==> src/rtl/karatsuba_82_seq_pkg.sv <==
// Shared widths, FSM encodings and the carry-less helper for the 82x82 GF(2) multiplier.
package karatsuba_82_seq_pkg;

   localparam int W  = 82;
   localparam int H  = 41;
   localparam int PW = 2 * H - 1;
   localparam int CW = 2 * W - 1;

   localparam logic [2:0] S_IDLE  = 3'd0;
   localparam logic [2:0] S_MUL_L = 3'd1;
   localparam logic [2:0] S_MUL_H = 3'd2;
   localparam logic [2:0] S_MUL_M = 3'd3;
   localparam logic [2:0] S_DONE  = 3'd4;

   // Schoolbook carry-less product of two 21-bit polynomials (41-bit result).
   function automatic logic [40:0] clmul_21(input logic [20:0] x, input logic [20:0] y);
      logic [40:0] r;
      r = '0;
      for (int i = 0; i < 21; i++) begin
         if (y[i]) r = r ^ (41'(x) << i);
      end
      return r;
   endfunction

endpackage

==> src/rtl/karatsuba_41x41.sv <==
// Combinational 41x41 carry-less multiplier, one Karatsuba level over 21/20-bit halves.
module karatsuba_41x41
   import karatsuba_82_seq_pkg::*;
(
   input  logic [40:0] a,
   input  logic [40:0] b,
   output logic [80:0] p
);

   logic [20:0] al, ah, bl, bh;
   logic [40:0] ll, hh, mm, mid;

   assign al = a[20:0];
   assign bl = b[20:0];
   assign ah = {1'b0, a[40:21]};
   assign bh = {1'b0, b[40:21]};

   assign ll  = clmul_21(al, bl);
   assign hh  = clmul_21(ah, bh);
   assign mm  = clmul_21(al ^ ah, bl ^ bh);
   assign mid = mm ^ ll ^ hh;

   // hh spans at most 39 bits, so shifting by 42 loses nothing.
   assign p = 81'(ll) ^ (81'(mid) << 21) ^ (81'(hh) << 42);

endmodule

==> src/rtl/karatsuba_82_seq.sv <==
// Sequential 82x82 carry-less multiplier: one shared 41x41 core used for three
// sub-products over three cycles, with a valid/ready input and a held result.
module karatsuba_82_seq
   import karatsuba_82_seq_pkg::*;
(
   input  logic          clk,
   input  logic          rst_n,
   input  logic          in_valid,
   output logic          in_ready,
   input  logic [W-1:0]  a,
   input  logic [W-1:0]  b,
   output logic          out_valid,
   input  logic          out_ready,
   output logic [CW-1:0] c,
   output logic          busy
);

   logic [2:0]    state;
   logic [W-1:0]  a_q, b_q;
   logic [PW-1:0] ll_q, hh_q;
   logic [CW-1:0] c_q;

   logic [H-1:0]  core_a, core_b;
   logic [PW-1:0] core_p;
   logic [PW-1:0] tmp;

   // NOTE: every signal assigned in always_comb gets a default first, so no latch is inferred.
   always_comb begin
      core_a = '0;
      core_b = '0;
      case (state)
         S_MUL_L: begin
            core_a = a_q[H-1:0];
            core_b = b_q[H-1:0];
         end
         S_MUL_H: begin
            core_a = a_q[W-1:H];
            core_b = b_q[W-1:H];
         end
         S_MUL_M: begin
            core_a = a_q[W-1:H] ^ a_q[H-1:0];
            core_b = b_q[W-1:H] ^ b_q[H-1:0];
         end
         default: ;
      endcase
   end

   karatsuba_41x41 u_core (
      .a (core_a),
      .b (core_b),
      .p (core_p)
   );

   // Middle term; the MUL_M product feeds c_q directly without an intermediate register.
   assign tmp = core_p ^ hh_q ^ ll_q;

   // NOTE: operand and partial registers are reset too, so a discarded operation leaves no residue.
   // NOTE: sequential state uses non-blocking assignments only.
   always_ff @(posedge clk or negedge rst_n) begin
      if (!rst_n) begin
         state <= S_IDLE;
         a_q   <= '0;
         b_q   <= '0;
         ll_q  <= '0;
         hh_q  <= '0;
         c_q   <= '0;
      end else begin
         case (state)
            S_IDLE: begin
               if (in_valid) begin
                  a_q   <= a;
                  b_q   <= b;
                  state <= S_MUL_L;
               end
            end
            S_MUL_L: begin
               ll_q  <= core_p;
               state <= S_MUL_H;
            end
            S_MUL_H: begin
               hh_q  <= core_p;
               state <= S_MUL_M;
            end
            S_MUL_M: begin
               c_q   <= {{(CW-PW){1'b0}}, ll_q}
                      ^ {{(CW-PW-H){1'b0}}, tmp, {H{1'b0}}}
                      ^ {hh_q, {W{1'b0}}};
               state <= S_DONE;
            end
            S_DONE: begin
               if (out_ready) state <= S_IDLE;
            end
            default: state <= S_IDLE;
         endcase
      end
   end

   assign in_ready  = (state == S_IDLE);
   assign out_valid = (state == S_DONE);
   assign busy      = (state != S_IDLE);
   assign c         = c_q;

endmodule

==> config.mk <==
export PLATFORM = sky130hd
export DESIGN_NAME = karatsuba_82_seq
export DESIGN_NICKNAME = d
export VERILOG_FILES = /design/src/rtl/karatsuba_82_seq_pkg.sv /design/src/rtl/karatsuba_41x41.sv /design/src/rtl/karatsuba_82_seq.sv
export SDC_FILE = /design/constraint.sdc
export NUM_CORES = 2
export LEC_CHECK = 0
export BUFFER_PORTS_ARGS = -buffer_cell sky130_fd_sc_hd__buf_2
export CAP_MARGIN = 20
export CORE_ASPECT_RATIO = 1.5
export CORE_MARGIN = 2
export CORE_UTILIZATION = 48
export DETAILED_ROUTE_END_ITERATION = 12
export PLACE_DENSITY_LB_ADDON = 0.15
export SLEW_MARGIN = 25
export SYNTH_ARGS = -nofsm -noshare
export SYNTH_HDL_FRONTEND = slang
export SYNTH_SLANG_ARGS = --single-unit
==> constraint.sdc <==
create_clock -name clk -period 9.2 [get_ports clk]
set_clock_uncertainty 0.1 [all_clocks]
set_input_delay 1.84 -clock clk [delete_from_list [all_inputs] [get_ports clk]]
set_output_delay 1.84 -clock clk [all_outputs]
set_load 0.01 [all_outputs]
==> results.yml <==
hold_path:
  hold_depth: 2
  min-delay-start: "c[106]"
  hp-class: "reg2reg"
worst_setup_path:
  crit_arrival_ns: 6.44
  path_class: "reg2reg"
  worst_setup_path_start_kind: "flop"
  r2r_cells: 10
  critPathLaunch: "state[2]"
  cp-end-kind: "flop"
  path_max_fanout: 163
  required_ns: 9.59
  r2r-start: "state[2]"
sta:
  setup_violations: 0
  drv_slew: 0
  rsz0062_at_grt: "no"
  period_minus_slack_ns: 6.05
  tns_ns: 0
  slew_headroom: 0.195
  post-route-period-util: 0.657
  hold_viol_final: 0
  worst_slew_pin_slew_ns: 1.20
  timing.fmax_mhz: 165
synth:
  synth_nets: 4800
  syn_inst: 4632
  netlist.top_cell.by_area: "dfrtp_1"
  ys_warn_count: 0
  synth_edf_count: 0
  synth_top_cell_area_share: 0.287
  synthFlopType: "dfrtp_1"
  ys_ff_latch: 492
  synth_most_common_cell: "nand2_1"
  synth_common_cells: "919 x nand2_1, 787 x xnor2_1, 492 x dfrtp_1"
  yosysSeqAreaShare: 0.287
  synth.area.top_cells: "dfrtp_1 29%, xnor2_1 16%, xnor3_1 11%"
  ys_async_sr_fraction: 1.00
  yosysUniqueCellTypes: 43
  netlist_area_um2: 42800
  syn_avg_cell_area_um2: 9.25
route:
  drtAntennaViolNets: 0
  routed_wl_mm: 170
  drt-pass1-iter-count: 6
  dr_total_vias: 36000
  drc: 0
  drt_iter0_drc: 4223
  via_per_inst: 6.03
  detail_route.wl_per_cell_um: 28.4
floorplan:
  ioPinCount: 334
  placementRows: 134
  die_w_um: 248
  initial_core_util: 0.483
  die_y_um: 370
  dieArea_um2: 91700
  core_um2: 88700
global_route:
  grt_use_total: 0.367
  grt_pass1_wl_mm: 246
  grt_pass1_vias: 35600
  antenna_found_initial: 9
  overflow: 0
  grt_max_degree: 180
placement:
  dp_hpwl_mm: 117
  place_congestion: 1.04
  portBuffers: 333
clock_network:
  holdBufCountCts: 0
  clk_pin_slew_ns: 0.07
  postCtsSetupRepairBufs: 0
  cts_made_buffers: 49
  cts_tree: "built"
  cts-resized-gates: 0
  cts_sinks: 492
  worst_skew_pair.late_latency_ns: 0.65
  cts_root_buffer: "clkbuf_16"
  htree_levels: 2
  clock_path_buffers: 3
run_status:
  outcome: "completed"
layout:
  syn2layout_area_growth_pct: 10.4
  nFillCells: 8204
  drive_above_1_share: 0.211
  nNetsFinal: 4944
flow_run:
  cap_violations: 0
-- critical path: stages, from the launching register on --
cell     delay (ns)
dfrtp_4        0.78
inv_8          0.71
buf_4          0.58
and2_1         0.89
nand2_1        0.16
xnor3_1        0.40
xnor2_1        0.38
xnor3_1        0.58
xnor2_1        0.87
xnor2_1        0.20
o21ai_0        0.09
-- registers in the layout, indices dropped and copies added, names as in the netlist --
register / flops
state: 3
ll_q: 81
c: 163
a_q: 82
b_q: 82
hh_q: 81
-- layer usage --
layer	part of all wire	vias to the layer above	track usage
met1	0.37	17500	0.454
met3	0.098	680	0.0815
met5	0.000077	-	0
met4	0.084	2	0.251
li1	-	15700	-
met2	0.45	2200	0.569
-- area by class of cell --
cell class,count,area (um2),share of cell area
clock buffer,74,1450,0.0307
tap,1156,1450,0.0306
sequential,492,12300,0.261
timing repair buffer,509,3040,0.0644
antenna,3,7.51,0.000159
multi-input combinational,3721,28700,0.608
clock inverter,15,264,0.00558
inverter,3,18.8,0.000397
-- cells in the final DEF, fill, tap and decap left out, types with 50 or more instances in the layout --
master / n
nand2_1: 919
and2_1: 54
nand3_1: 421
mux2_2: 264
o22ai_1: 267
buf_4: 173
o21ai_0: 246
xnor2_1: 785
xnor3_1: 211
buf_2: 332
dfrtp_1: 489
clkbuf_16: 50
xor2_1: 296
-- worst paths after layout --
path                       slack, ns  endpoint
hold reg to reg                 0.38    c[106]
max in group asynchronous       6.35    c[105]
setup / recovery                3.15     c[69]
hold / removal                  0.38    c[106]
min in group asynchronous       1.14   ll_q[4]
setup reg to reg                3.15     c[69]
-- cells by family after synthesis --
group / count (synthesis) / share of synthesized area
XOR/XNOR: 1355 / 0.356
flip-flops: 492 / 0.287
multiplexers: 264 / 0.0694
AND/OR/NAND/NOR: 1576 / 0.170
buffers and inverters: 419 / 0.0478
AO/OA/AOI/OAI: 526 / 0.0693
-- stage by stage --
| step | instance area, um2 | cells | hold slack [ns] | setup WS, ns | utilization |
|---|---|---|---|---|---|
| global route | 47300 | 5971 | 0.416 | 2.94 | 0.533 |
| detailed placement | 45500 | 5880 | 0.367 | 3.51 | 0.513 |
| floorplan | 42800 | 4632 | 0.369 | 5.25 | - |
| global placement | 45500 | 5880 | 0.359 | 3.52 | 0.513 |
| finish | 47300 | 5973 | 0.383 | 3.15 | 0.533 |
| CTS | 47200 | 5969 | 0.388 | 3.46 | 0.533 |
Power is not shown: default switching activity piles up to over one toggle a cycle in this logic, so the estimate is an artifact.
